### config.mk
export PLATFORM = sky130hd
export DESIGN_NAME = register_file
export DESIGN_NICKNAME = d
export VERILOG_FILES = /design/src/rtl/reg_file_pkg.sv /design/src/rtl/reg_file_rd_port.sv /design/src/rtl/register_file.sv
export SDC_FILE = /design/constraint.sdc
export NUM_CORES = 1
export LEC_CHECK = 0
export ABC_CLOCK_PERIOD_IN_PS = 1600
export CORE_MARGIN = 8
export CORE_UTILIZATION = 30
export DETAILED_ROUTE_END_ITERATION = 10
export MAX_ROUTING_LAYER = met4
export SLEW_MARGIN = 20
export SYNTH_ARGS = -nofsm -noshare
export SYNTH_HDL_FRONTEND = slang
export SYNTH_SLANG_ARGS = --single-unit
### constraint.sdc
create_clock -name clk -period 1.6 [get_ports clk]
set_input_delay 0.32 -clock clk [delete_from_list [all_inputs] [get_ports clk]]
set_output_delay 0.32 -clock clk [all_outputs]
set_load 0.02 [all_outputs]
### src/rtl/reg_file_pkg.sv
// Shared widths and types for the 8x8 register file.
// Pure declarations; no logic, no latency, no flow control.
package reg_file_pkg;

  localparam int REG_DATA_W = 8;
  localparam int REG_ADDR_W = 3;
  localparam int REG_DEPTH  = 2 ** REG_ADDR_W;

  typedef logic [REG_ADDR_W-1:0] reg_addr_t;
  typedef logic [REG_DATA_W-1:0] reg_data_t;

endpackage

### src/rtl/reg_file_rd_port.sv
// One synchronous read port: enable, write-first bypass and output hold register.
// Latency 1 clk; no backpressure (output holds while rd_en is low).
module reg_file_rd_port
  import reg_file_pkg::*;
#(
  parameter int DATA_W = REG_DATA_W,
  parameter int ADDR_W = REG_ADDR_W
) (
  input  logic              clk,
  input  logic              rst_n,
  input  logic              rd_en,
  input  logic [ADDR_W-1:0] rd_addr,
  input  logic [DATA_W-1:0] rd_data,
  input  logic              wr_fire,
  input  logic [ADDR_W-1:0] wr_addr,
  input  logic [DATA_W-1:0] wr_data,
  output logic [DATA_W-1:0] rd_out
);

  logic [DATA_W-1:0] rd_next;

  // A write landing on the same entry this edge wins over the stale array value.
  always_comb begin
    rd_next = rd_data;
    if (wr_fire && (wr_addr == rd_addr)) begin
      rd_next = wr_data;
    end
  end

  always_ff @(posedge clk or negedge rst_n) begin
    if (!rst_n) begin
      rd_out <= '0;
    end else if (rd_en) begin
      rd_out <= rd_next;
    end
  end

endmodule

### src/rtl/register_file.sv
// 8x8 register file, 2 read / 1 write ports, write-first bypass; REG0_ZERO_EN hardwires entry 0.
// Read and write-ack latency 1 clk; no backpressure, every enabled access is accepted.
module register_file
  import reg_file_pkg::*;
#(
  parameter int DATA_W = REG_DATA_W,
  parameter int ADDR_W = REG_ADDR_W
) (
  input  logic              clk,
  input  logic              rst_n,
  input  logic [ADDR_W-1:0] RD_addr1,
  input  logic [ADDR_W-1:0] RD_addr2,
  input  logic              RD_en1,
  input  logic              RD_en2,
  input  logic [ADDR_W-1:0] WR_addr,
  input  logic              WR_en,
  input  logic [DATA_W-1:0] WR_data,
  output logic [DATA_W-1:0] RD_out1,
  output logic [DATA_W-1:0] RD_out2,
  output logic              wr_success
);

  localparam int DEPTH = 2 ** ADDR_W;

  logic [DATA_W-1:0] mem [DEPTH];
  logic              wr_fire;

  // wr_fire is the single notion of "accepted write": it drives storage, ack and bypass.
  always_comb begin
    wr_fire = 1'b0;
    if (WR_en) begin
      wr_fire = 1'b1;
    end
`ifdef REG0_ZERO_EN
    if (WR_addr == '0) begin
      wr_fire = 1'b0;
    end
`endif
  end

  always_ff @(posedge clk or negedge rst_n) begin
    if (!rst_n) begin
      for (int i = 0; i < DEPTH; i++) begin
        mem[i] <= '0;
      end
      wr_success <= 1'b0;
    end else begin
      wr_success <= wr_fire;
      if (wr_fire) begin
        mem[WR_addr] <= WR_data;
      end
    end
  end

  reg_file_rd_port #(
    .DATA_W (DATA_W),
    .ADDR_W (ADDR_W)
  ) u_rd_port1 (
    .clk     (clk),
    .rst_n   (rst_n),
    .rd_en   (RD_en1),
    .rd_addr (RD_addr1),
    .rd_data (mem[RD_addr1]),
    .wr_fire (wr_fire),
    .wr_addr (WR_addr),
    .wr_data (WR_data),
    .rd_out  (RD_out1)
  );

  reg_file_rd_port #(
    .DATA_W (DATA_W),
    .ADDR_W (ADDR_W)
  ) u_rd_port2 (
    .clk     (clk),
    .rst_n   (rst_n),
    .rd_en   (RD_en2),
    .rd_addr (RD_addr2),
    .rd_data (mem[RD_addr2]),
    .wr_fire (wr_fire),
    .wr_addr (WR_addr),
    .wr_data (WR_data),
    .rd_out  (RD_out2)
  );

endmodule

* Word-level counts from Yosys, hierarchy flattened
Cells that the tools add are included.
Operators by class: div/mod/pow operators 0, add/sub/neg operators 0, order comparisons 4, $mul 0, equal/unequal tests 2, mux-type cells 12, bitwise gates (word level) 3, reduce and logical (&&, ||, !) cells 3, shifts and indexed selects 0
Operator list (count):
- bitwise mux 64 bit | 1
- two-way mux 8 bit | 7
- binary-select mux 8 bit (select 3 bit) | 2
- demux 8 bit (select 3 bit) | 1
- greater-or-equal comparator 4 bit, second input constant | 3
- inverter 3 -> 4 bit | 3
- equality test 3 bit | 2
- less-than comparator 4 x 1 -> 1 bit, second input constant | 1
- logical AND 1 bit | 3
- two-way mux 1 bit | 1
Storage, ports and cells: bits in writable memories 0, memory bits (read-only) 0, output and inout port bits 17, register bits after elaboration 81, memories 0, logic and storage cells 35, bits in latches 0, input port bits 22

* Logic depth before layout (Yosys ltp)
Gate-level depths: netlist (run 1).
depth after elaboration 6, mapped depth 5, mapped depth without buffers 3

* Hierarchy
Synthesis (run 1) repeated with hierarchy kept, for this count alone.
Second synthesis, totals: cells, all modules 318, area, all modules 4583.1 um2
Modules (own cells, without submodules):
- register_file | cells each 202, instances 1, seq. area each 1626.6 um2, area an instance 3564.7 um2
- reg_file_rd_port | cells each 58, instances 2, seq. area each 200.2 um2, area an instance 509.2 um2

* Worst setup path after synthesis (run 1)
No wires, ideal clock.
path kind input port to flip-flop, from in RD_addr1[0], to reg u_rd_port1.rd_out[6], buffers on the path 1, arrival time 1.548 ns, stages 4, required time 1.474 ns, path slack -0.074 ns, path through buf_6 -> mux4_1 -> mux2_2 -> a221o_1
Between the ends: cells in the longest elaborated chain, start to end 5, elaborated cells on any way between the ends 7, those cells by class eq/ne (1); mux (4); bitwise (1); reduce/logical (1)
Ends and longest elaborated chain:
- start: declaration | RTL line register_file.sv:11 | input logic [ADDR_W-1:0] RD_addr1,
- inverter 3 -> 4 bit (implied by the code) | RTL line register_file.sv:63 | .rd_data (mem[RD_addr1]),
- binary-select mux 8 bit (select 3 bit) | RTL line register_file.sv:63
- two-way mux 8 bit (implied by the code) (2 in series) | RTL line register_file.sv:63
- two-way mux 8 bit (*) | RTL line reg_file_rd_port.sv:25 | if (wr_fire && (wr_addr == rd_addr)) begin
- end signal: assignment | RTL line reg_file_rd_port.sv:34 | rd_out <= rd_next;
- end: declaration | RTL line reg_file_rd_port.sv:17 | output logic [DATA_W-1:0] rd_out
Mark *: on every way between the ends. The rest lies on a longest branch, timed or not. The select of a mux whose other input is x is not followed. A chain may end at the register's enable or synchronous reset.

* Worst setup path after layout (run 1)
from reg mem[6] (netlist name), to reg u_rd_port1.rd_out[6]
Between the ends: cells in the longest elaborated chain, start to end 4
Ends and longest elaborated chain:
- start: declaration | RTL line register_file.sv:25 | logic [DATA_W-1:0] mem [DEPTH];
- start signal: indexed assignment | RTL line register_file.sv:50 | mem[WR_addr] <= WR_data;
- binary-select mux 8 bit (select 3 bit) | RTL line register_file.sv:63
- two-way mux 8 bit (implied by the code) (2 in series) | RTL line register_file.sv:63
- two-way mux 8 bit | RTL line reg_file_rd_port.sv:25
Every way passes these cells. The select of a mux whose other input is x is not followed.

==> reports/metrics.csv, run 1 <==
stage,metric,value,unit
outcome,status,"finished, final reports clean",
clock_network,Worst-Skew Late Latency,0.35,ns
yosys,synthesized flop and latch total,81,
yosys,top post-synthesis cells by area,"dfrtp_1 (49%), mux4_2 (12%), mux2_2 (11%)",
critical_path,CP Launch Type,flop,
routing,via count,2957,
placement,Placer Congestion,0.837,
critical_path,reg2reg setup slack,0.02,ns
routing,Routed WL,11700,um
clock_network,clock sinks,81,
routing,Pre-Repair DR Iteration Count,4,
routing,Vias per Instance,5.18,
sta,final setup violation count,0,
floorplanning,floorplan core area,0.0137,sq mm
clock_network,TritonCTS Buffers,9,
finish,synth-to-layout area growth,31.3,%
global_routing,antenna violations before repair,0,
placement,DP HPWL,8530,um
sta,setup TNS,0,ns
yosys,Post-Syn Area,0.00415,sq mm
finish,layout cells sized above 1,38.1,%
global_routing,Total Routing Usage GR,14.0,%
critical_path,R2R Path Start,mem[6],
sta,relative slew slack,71.2,%
sta,Slew @ Worst Pin,0.432,ns
critical_path,CP endpoint kind,flop,
finish,Final Net Count,408,
critical_path,"critical path fanouts, max",3,
finish,# diodes,0,
yosys,synthesized area per cell,13.5,sq um
power,Leak,2.39,nW
yosys,Yosys top cell area share,48.9,%
worst_hold_path,worst hold path class,in -> async,
critical_path,Worst R2R Path Depth,3,
sta,Final Hold Viols,0,
sta,RSZ-0062 raised after global routing,true,
critical_path,"slowest stage cell, crit path",mux4_2,
floorplanning,row count,43,
floorplanning,die height,134,um
critical_path,critical path arrival,1.81,ns
global_routing,global-route wire length before repair,18400,um
floorplanning,Die ar.,0.0178,sq mm
clock_network,setup bufs post-CTS,0,
sta,Tmin final,1.58,ns
floorplanning,width of the die,134,um
routing,final antenna-violating net count,0,
finish,area of the multi-input gates,0.00203,sq mm
sta,Pins Over Slew Limit,0,
clock_network,TritonCTS clock tree,done,
sta,clk_skew,0.00522,ns
critical_path,critical setup path kind,reg -> reg,
routing,DRC errors left,0,
floorplanning,Starting Density,30.2,%
yosys,unique cell type count in the Yosys netlist,24,
power,Pwr Density,1190,mW/mm^2
yosys,Post-Syn Instances,307,
clock_network,H-tree lvl count,3,
placement,Placement Setup Slack,-0.609,ns
sta,Max Freq,634,MHz
critical_path,R2R Path End,u_rd_port1.rd_out[6],
finish,sequential cell area,0.00203,sq mm
run,maxcap violations,0,
routing,WL per Instance,20.6,um
sta,fin crit share,98.6,%
finish,Fillers,1287,
yosys,Synth Flop Type,dfrtp_1,
yosys,"area leader, netlist",dfrtp_1,
yosys,Async SR Flop Fraction,100,%
critical_path,crit-path cells,mux4_2 -> mux2_4 -> a221o_1,
floorplanning,I/O pin count,39,
critical_path,Worst EP required,1.83,ns
yosys,Post-synth EDFFs,0,
critical_path,"slowest stage delay, CP",0.48,ns
global_routing,Overflow after GRT,0,
placement,port bufs,38,
sta,PnR worst setup slack,0.0225,ns
yosys,"Seq/Total Area, Yosys",48.9,%
yosys,Syn Nets,329,
global_routing,vias in the first global route,3246,
yosys,Synth warnings,0,
clock_network,clk slew on worst S/H paths,0.07,ns
clock_network,CTS root buf,clkbuf_16,
power,Worst VDD drop,0.615,mV
routing,drt initial violations,301,
global_routing,largest net degree at the start of global routing,32,
clock_network,clock buffer depth,2,
## report_power, final
| part | total (mW) | leakage [nW] | switching [mW] | internal [mW] |
|---|---|---|---|---|
| Combinational | 1.54 | 1.26 | 0.654 | 0.882 |
| Clock | 2.13 | 0.141 | 0.876 | 1.25 |
| Sequential | 2.80 | 0.985 | 0.322 | 2.48 |
## cells in the final DEF, fill, tap and decap left out, types with 9 or more instances in the layout
| master | instances |
|---|---|
| mux2_2 | 38 |
| nor2_1 | 12 |
| buf_4 | 45 |
| dfrtp_1 | 81 |
| nand2_1 | 31 |
| clkdlybuf4s50_1 | 13 |
| o21ai_0 | 28 |
| clkbuf_16 | 9 |
| a221oi_1 | 11 |
| mux2i_1 | 12 |
| mux4_2 | 28 |
| inv_1 | 9 |
| dlygate4sd2_1 | 20 |
## routing by layer
layer	part of all wire (%)	GRT usage (%)
met5	0	-
met4	2.1	7.61
met3	6.3	2.64
met2	49	21.0
met1	43	17.5
## through the flow
stage	utilization [%]	total power [mW]	hold WS [ns]	area, sq um	cells
3_5_place_dp	36.9	4.42	0.289	5060	554
5_1_grt	39.7	6.78	0.526	5450	571
6_report	39.7	6.47	0.470	5450	571
2_1_floorplan	-	3.74	0.0244	4150	307
3_3_place_gp	36.9	4.36	0.282	5060	554
4_1_cts	39.0	6.49	0.484	5350	571
## state kept, by name, summed over array words and instances, names as in the netlist
| register | cells |
|---|---|
| u_rd_port1.rd_out | 8 |
| wr_success | 1 |
| mem | 64 |
| u_rd_port2.rd_out | 8 |
## cell usage after synthesis, types with 3 or more instances
master / count
mux2i_1: 12
inv_1: 9
o21ai_0: 28
xnor2_1: 6
nand2_1: 31
dfrtp_1: 81
nand4b_1: 3
clkbuf_1: 8
nor2_1: 12
mux4_2: 22
buf_1: 3
nor2b_1: 4
mux2_2: 40
buf_2: 10
mux4_1: 10
a221oi_1: 12
a221o_1: 4
## repair_timing
item,4_1_cts,5_1_grt
setup endpoints to repair,56,48
hold buffers,1,0
pin swaps,0,2
resized for setup,21,18
hold endpoints to repair,28,0
## worst max-delay path: cells and delay by family (launching register included)
kind / cells / cell delay [ns]
muxes: 2 / 0.75
DFF: 1 / 0.40
AOI/OAI and AO/OA: 1 / 0.32
## kinds of logic after synthesis
group           share of synthesized area (%)
buf+inv                                  3.56
mux                                      32.0
simple gates                             7.00
compound gates                           7.30
xor+xnor                                 1.27
flops                                    48.9
## how the worst max path moves through the flow
stage / start / to / slack, ns / cells past startpoint
2_1_floorplan: WR_addr[2] / mem[40] / -0.01 / 4
3_3_place_gp: RD_addr1[0] / u_rd_port1.rd_out[6] / -0.59 / 5
3_5_place_dp: RD_addr1[0] / u_rd_port1.rd_out[6] / -0.61 / 5
4_1_cts: mem[6] / u_rd_port1.rd_out[6] / -0.01 / 3
5_1_grt: WR_en / mem[45] / -0.02 / 5
6_report: mem[6] / u_rd_port1.rd_out[6] / 0.02 / 3
## area by class of cell
type                            instances  share of cell area (%)
Clock inverter                          6                    1.22
Multi-Input combinational cell        194                    37.2
Inverter                                9                   0.620
Clock buffer                           10                    4.39
Timing Repair Buffer                   91                    15.2
Tap cell                              180                    4.13
Sequential cell                        81                    37.2
No activity file was read; power rests on OpenSTA's default activity.
==> run 2: changes to the inputs <==
--- a/config.mk
+++ b/config.mk
@@ -5,8 +5,7 @@
 export SDC_FILE = /design/constraint.sdc
 export NUM_CORES = 1
 export LEC_CHECK = 0
-export ABC_CLOCK_PERIOD_IN_PS = 1600
-export CORE_MARGIN = 8
+export CORE_MARGIN = 4
 export CORE_UTILIZATION = 30
 export DETAILED_ROUTE_END_ITERATION = 10
 export MAX_ROUTING_LAYER = met4
@@ -14,3 +13,4 @@
 export SYNTH_ARGS = -nofsm -noshare
 export SYNTH_HDL_FRONTEND = slang
 export SYNTH_SLANG_ARGS = --single-unit
+export TNS_END_PERCENT = 1
==> reports/metrics.csv, run 2 (synthesis gave the netlist of run 1 again) <==
stage,metric,value,unit,change
global_routing,antenna violations before repair,0,,unchanged
placement,Placer Congestion,0.844,,was 0.837
clock_network,H-tree lvl count,3,,unchanged
finish,# diodes,0,,unchanged
power,Leak,2.36,nW,was 2.39 nW
sta,relative slew slack,76.2,%,was 71.2%
floorplanning,floorplan core area,0.0134,sq mm,was 0.0137 sq mm
power,Worst VDD drop,0.501,mV,was 0.615 mV
sta,clk_skew,0.00485,ns,was 0.00522 ns
power,Pwr Density,1230,mW/mm^2,was 1190 mW/mm^2
floorplanning,Die ar.,0.0158,sq mm,was 0.0178 sq mm
routing,Vias per Instance,5.12,,was 5.18
power,overall power,6.62,mW,was 6.47 mW
routing,Pre-Repair DR Iteration Count,4,,unchanged
placement,Placed Cells incl. Taps,547,,was 554
finish,final non-filler cell total,564,,was 571
clock_network,Worst-Skew Late Latency,0.33,ns,was 0.35 ns
global_routing,largest net degree at the start of global routing,36,,was 32
clock_network,clk slew on worst S/H paths,0.06,ns,was 0.07 ns
finish,Final Net Count,406,,was 408
sta,Pins Over Slew Limit,0,,unchanged
finish,most frequent cells in the layout,"dfrtp_1 (81), buf_4 (42), mux2_2 (38)",,"was dfrtp_1 (81), buf_4 (45), mux2_2 (38)"
critical_path,"critical path fanouts, max",3,,unchanged
power,Seq pwr share,42.2,%,was 43.3%
critical_path,CP endpoint kind,flop,,unchanged
clock_network,TritonCTS clock tree,done,,unchanged
global_routing,global-route wire length before repair,17700,um,was 18400 um
sta,final setup violation count,0,,unchanged
clock_network,CTS root buf,clkbuf_16,,unchanged
power,switching share of power,26.4,%,was 28.6%
power,Internal,4.87,mW,was 4.61 mW
floorplanning,I/O pin count,39,,unchanged
sta,PnR worst setup slack,0.0282,ns,was 0.0225 ns
run,maxcap violations,0,,unchanged
sta,fin crit share,98.2,%,was 98.6%
sta,Tmin final,1.57,ns,was 1.58 ns
outcome,status,"finished, final reports clean",,unchanged
routing,final antenna-violating net count,0,,unchanged
power,Psw,1.75,mW,was 1.85 mW
finish,layout cells sized above 1,35.8,%,was 38.1%
finish,synth-to-layout area growth,30.2,%,was 31.3%
routing,DRC errors left,0,,unchanged
critical_path,critical path arrival,1.79,ns,was 1.81 ns
sta,Max Freq,636,MHz,was 634 MHz
finish,Top reg by flops,mem,,unchanged
finish,Fillers,1269,,was 1287
worst_hold_path,worst hold path class,in -> reg,,was in -> async
placement,port bufs,38,,unchanged
floorplanning,Starting Density,31.0,%,was 30.2%
clock_network,TritonCTS Buffers,9,,unchanged
global_routing,Total Routing Usage GR,15.2,%,was 14.0%
power,clock network power share,34.8,%,was 32.9%
finish,"commonest non-fill, non-tap cell in the layout",dfrtp_1,,unchanged
global_routing,vias in the first global route,3052,,was 3246
clock_network,clock sinks,81,,unchanged
sta,Final Hold Viols,0,,unchanged
routing,drt initial violations,294,,was 301
power,Logic pwr share,23.0,%,was 23.8%
routing,WL per Instance,20.1,um,was 20.6 um
routing,via count,2890,,was 2957
critical_path,CP Launch Type,flop,,unchanged
floorplanning,die height,126,um,was 134 um
floorplanning,row count,42,,was 43
global_routing,Overflow after GRT,0,,unchanged
placement,Placement Setup Slack,-0.613,ns,was -0.609 ns
finish,Regs by FF count,"mem (64), u_rd_port1.rd_out (8), u_rd_port2.rd_out (8)",,unchanged
critical_path,critical setup path kind,reg -> reg,,unchanged
sta,Slew @ Worst Pin,0.355,ns,was 0.432 ns
sta,RSZ-0062 raised after global routing,true,,unchanged
floorplanning,width of the die,126,um,was 134 um
clock_network,clock buffer depth,2,,unchanged
placement,DP HPWL,8190,um,was 8530 um
routing,Routed WL,11300,um,was 11700 um
critical_path,Worst EP required,1.81,ns,was 1.83 ns
finish,max FFs per register,64,,unchanged
## run 2: repair_timing
| action | in CTS | in global routing |
|---|---|---|
| hold buffers | 1 | 0 |
| hold endpoints to repair | 24 | 0 |
| pin swaps | 1 | 2 |
| setup buffers | 1 | 0 |
| gates cloned | 0 | 0 |
| setup endpoints to repair | 63 | 4 |
| gates resized for setup | 40 | 4 |
## run 2: per-stage QoR
stage          setup TNS (ns)  util, %  hold WS (ns)  area (sq um)
2_1_floorplan          -0.121        -        0.0244          4160
3_3_place_gp           -27.64     37.5         0.258          5020
3_5_place_dp           -28.72     37.5         0.257          5020
4_1_cts                     0     40.2         0.415          5380
5_1_grt              -0.00698     40.3         0.417          5400
6_report                    0     40.3         0.424          5400
## run 2: power groups by stage
| stage | Clock (mW) | Sequential (mW) | Combinational [mW] |
|---|---|---|---|
| after floorplan | 0 | 2.82 | 0.903 |
| after global placement | 0 | 2.81 | 1.52 |
| after detailed placement | 0 | 2.83 | 1.57 |
| after CTS | 2.33 | 2.80 | 1.53 |
| after global routing | 2.43 | 2.85 | 1.66 |
| final | 2.31 | 2.80 | 1.52 |
## run 2: critical path: stages (launching register included)
cell and delay [ns]:
dfrtp_1 0.40, mux4_2 0.46, mux2_4 0.28, a221o_1 0.31
## run 2: metal layers
layer | vias up | track usage (%) | share of wire (%)
li1 | 1318 | - | -
met1 | 1464 | 20.3 | 42
met2 | 92 | 23.5 | 49
met3 | 16 | 2.73 | 7.2
met4 | 0 | 4.97 | 1.6
met5 | - | - | 0
## run 2: cell type report
cell class / instances / area (sq um) / area share [%]
Tap cell: 176 / 220 / 4.08
Clock inverter: 3 / 90.1 / 1.67
Inverter: 9 / 33.8 / 0.625
Timing Repair Buffer: 89 / 788 / 14.6
Clock buffer: 12 / 236 / 4.38
Sequential cell: 81 / 2030 / 37.5
Multi-Input combinational cell: 194 / 2010 / 37.1
## run 2: worst paths after layout
check	slack (ns)	start	endpoint	cells past startpoint
min reg2reg	0.50	mem[39]	mem[39]	2
max	0.03	mem[62]	u_rd_port1.rd_out[6]	3
min	0.42	WR_en	wr_success	1
max in group asynchronous	0.60	rst_n	u_rd_port2.rd_out[0]	3
min in group asynchronous	0.44	rst_n	mem[57]	2
max reg2reg	0.03	mem[62]	u_rd_port1.rd_out[6]	3
==> run 3: changes to the inputs <==
--- a/config.mk
+++ b/config.mk
@@ -6,9 +6,10 @@
 export NUM_CORES = 1
 export LEC_CHECK = 0
 export CORE_MARGIN = 4
-export CORE_UTILIZATION = 30
+export CORE_UTILIZATION = 52
 export DETAILED_ROUTE_END_ITERATION = 10
 export MAX_ROUTING_LAYER = met4
+export PLACE_DENSITY = 0.76
 export SLEW_MARGIN = 20
 export SYNTH_ARGS = -nofsm -noshare
 export SYNTH_HDL_FRONTEND = slang
==> reports/metrics.csv, run 3 (synthesis gave the netlist of run 1 again) <==
stage,metric,value,unit,change
clock_network,TritonCTS clock tree,done,,unchanged
outcome,failing checks,negative setup slack,,
critical_path,"critical path fanouts, max",7,,was 3
sta,final setup violation count,1,,was 0
routing,Pre-Repair DR Iteration Count,4,,unchanged
finish,most frequent cells in the layout,"dfrtp_1 (81), buf_4 (43), mux2_2 (38)",,"was dfrtp_1 (81), buf_4 (42), mux2_2 (38)"
finish,Final Net Count,404,,was 406
critical_path,"slowest stage delay, CP",0.47,ns,was 0.46 ns
sta,Max Freq,613,MHz,was 636 MHz
sta,Tmin final,1.63,ns,was 1.57 ns
clock_network,TritonCTS Buffers,9,,unchanged
sta,RSZ-0062 raised after global routing,true,,unchanged
clock_network,H-tree lvl count,3,,unchanged
routing,Routed WL,10600,um,was 11300 um
power,Worst VDD drop,0.693,mV,was 0.501 mV
run,maxcap violations,0,,unchanged
placement,port bufs,38,,unchanged
clock_network,Worst-Skew Late Latency,0.36,ns,was 0.33 ns
placement,Placer Congestion,0.934,,was 0.844
sta,Pins Over Slew Limit,0,,unchanged
critical_path,crit-path cells,clkdlybuf4s50_1 -> buf_6 -> mux4_2 -> mux2_4 -> a221o_1,,was mux4_2 -> mux2_4 -> a221o_1
floorplanning,width of the die,97.3,um,was 126 um
sta,relative slew slack,68.9,%,was 76.2%
floorplanning,floorplan core area,0.00773,sq mm,was 0.0134 sq mm
finish,"commonest non-fill, non-tap cell in the layout",dfrtp_1,,unchanged
worst_hold_path,worst hold path class,in -> reg,,unchanged
floorplanning,Starting Density,53.7,%,was 31.0%
routing,WL per Instance,21.6,um,was 20.1 um
placement,DP HPWL,7580,um,was 8190 um
critical_path,critical setup path kind,in -> reg,,was reg -> reg
critical_path,CP Launch Type,primary input,,was flop
routing,final antenna-violating net count,0,,unchanged
outcome,status,finished with violations,,"was finished, final reports clean"
critical_path,Worst EP required,1.84,ns,was 1.81 ns
clock_network,CTS root buf,clkbuf_8,,was clkbuf_16
power,overall power,6.01,mW,was 6.62 mW
floorplanning,row count,32,,was 42
finish,Regs by FF count,"mem (64), u_rd_port1.rd_out (8), u_rd_port2.rd_out (8)",,unchanged
power,Pwr Density,1160,mW/mm^2,was 1230 mW/mm^2
sta,fin crit share,102,%,was 98.2%
routing,drt initial violations,227,,was 294
global_routing,Total Routing Usage GR,24.5,%,was 15.2%
floorplanning,I/O pin count,39,,unchanged
routing,Vias per Instance,6.09,,was 5.12
global_routing,antenna violations before repair,0,,unchanged
global_routing,largest net degree at the start of global routing,39,,was 36
clock_network,clock buffer depth,2,,unchanged
clock_network,clk slew on worst S/H paths,0.08,ns,was 0.06 ns
clock_network,setup bufs post-CTS,0,,was 1
sta,PnR worst setup slack,-0.0301,ns,was 0.0282 ns
finish,Top reg by flops,mem,,unchanged
global_routing,global-route wire length before repair,17100,um,was 17700 um
routing,via count,2978,,was 2890
power,Leak,2.30,nW,was 2.36 nW
sta,clk_skew,0.00400,ns,was 0.00485 ns
sta,Final Hold Viols,0,,unchanged
finish,synth-to-layout area growth,24.4,%,was 30.2%
finish,layout cells sized above 1,36.7,%,was 35.8%
floorplanning,die height,97.3,um,was 126 um
sta,Hold WS,0.344,ns,was 0.424 ns
routing,DRC errors left,0,,unchanged
finish,max FFs per register,64,,unchanged
sta,Slew @ Worst Pin,0.466,ns,was 0.355 ns
floorplanning,Die ar.,0.00947,sq mm,was 0.0158 sq mm
finish,# diodes,0,,unchanged
critical_path,CP endpoint kind,flop,,unchanged
global_routing,vias in the first global route,3189,,was 3052
critical_path,critical path arrival,1.88,ns,was 1.79 ns
clock_network,clock sinks,81,,unchanged
critical_path,"slowest stage cell, crit path",clkdlybuf4s50_1,,was mux4_2
global_routing,Overflow after GRT,0,,unchanged
run 3: changes by cell type in the layout (fill, tap and decap cells not counted), moves of 3 or more:
cell	previous run	this run
buf_6	7	4
clkbuf_1	3	0
clkbuf_16	9	0
clkbuf_8	0	11
dlygate4sd2_1	23	20
run 3: final cells by class:
type                            instances  area [sq um]
Clock buffer                           11           151
Clock inverter                          5          77.6
Fill cell                             566          2570
Inverter                                9          33.8
Multi-Input combinational cell        194          1980
Sequential cell                        81          2030
Tap cell                              102           128
Timing Repair Buffer                   87           766
run 3: report_power, final:
part           switching, mW  total, mW  internal, mW
registers              0.298       2.77          2.47
clock network          0.767       1.73         0.959
logic                  0.649       1.51         0.863
total                   1.71       6.01          4.30
run 3: final timing paths:
kind,from,endpoint,slack (ns),cells after the start
setup / recovery,RD_addr2[2],u_rd_port2.rd_out[6],-0.03,5
hold / removal,WR_en,wr_success,0.34,2
setup reg to reg,mem[30],u_rd_port2.rd_out[6],-0.02,3
hold reg to reg,mem[4],mem[4],0.51,2
max in group asynchronous,rst_n,mem[45],0.62,3
min in group asynchronous,rst_n,mem[62],0.42,2
run 3: per-layer routing:
metal | GRT usage [%] | wire [um] | share of wire (%) | up-vias
met5 | - | 0 | 0 | -
met2 | 36.2 | 4920 | 46 | 142
met1 | 32.5 | 4400 | 42 | 1493
li1 | - | - | - | 1313
met4 | 8.20 | 277 | 2.6 | 0
met3 | 7.82 | 997 | 9.4 | 30
run 3: timing repair:
item                       in CTS  in global routing
pin swaps                       2                  1
hold endpoints to repair       28                  0
setup endpoints to repair      38                 32
gates resized for setup        28                 12
hold buffers                    1                  0
run 3: per-stage QoR:
| stage | area, sq um | setup TNS, ns | util, % | cells | worst slack [ns] |
|---|---|---|---|---|---|
| 2_1_floorplan | 4160 | -0.121 | - | 307 | -0.0128 |
| 3_3_place_gp | 4910 | -23.23 | 63.5 | 472 | -0.583 |
| 3_5_place_dp | 4910 | -24.65 | 63.5 | 472 | -0.623 |
| 4_1_cts | 5130 | -0.702 | 66.4 | 489 | -0.173 |
| 5_1_grt | 5160 | -0.147 | 66.8 | 489 | -0.0710 |
| 6_report | 5160 | -0.0301 | 66.8 | 489 | -0.0301 |
run 3: critical path: cells and delay by family:
| family | cells | cell delay (ns) |
|---|---|---|
| compound gates | 1 | 0.35 |
| buf+inv | 2 | 0.62 |
| mux | 2 | 0.58 |
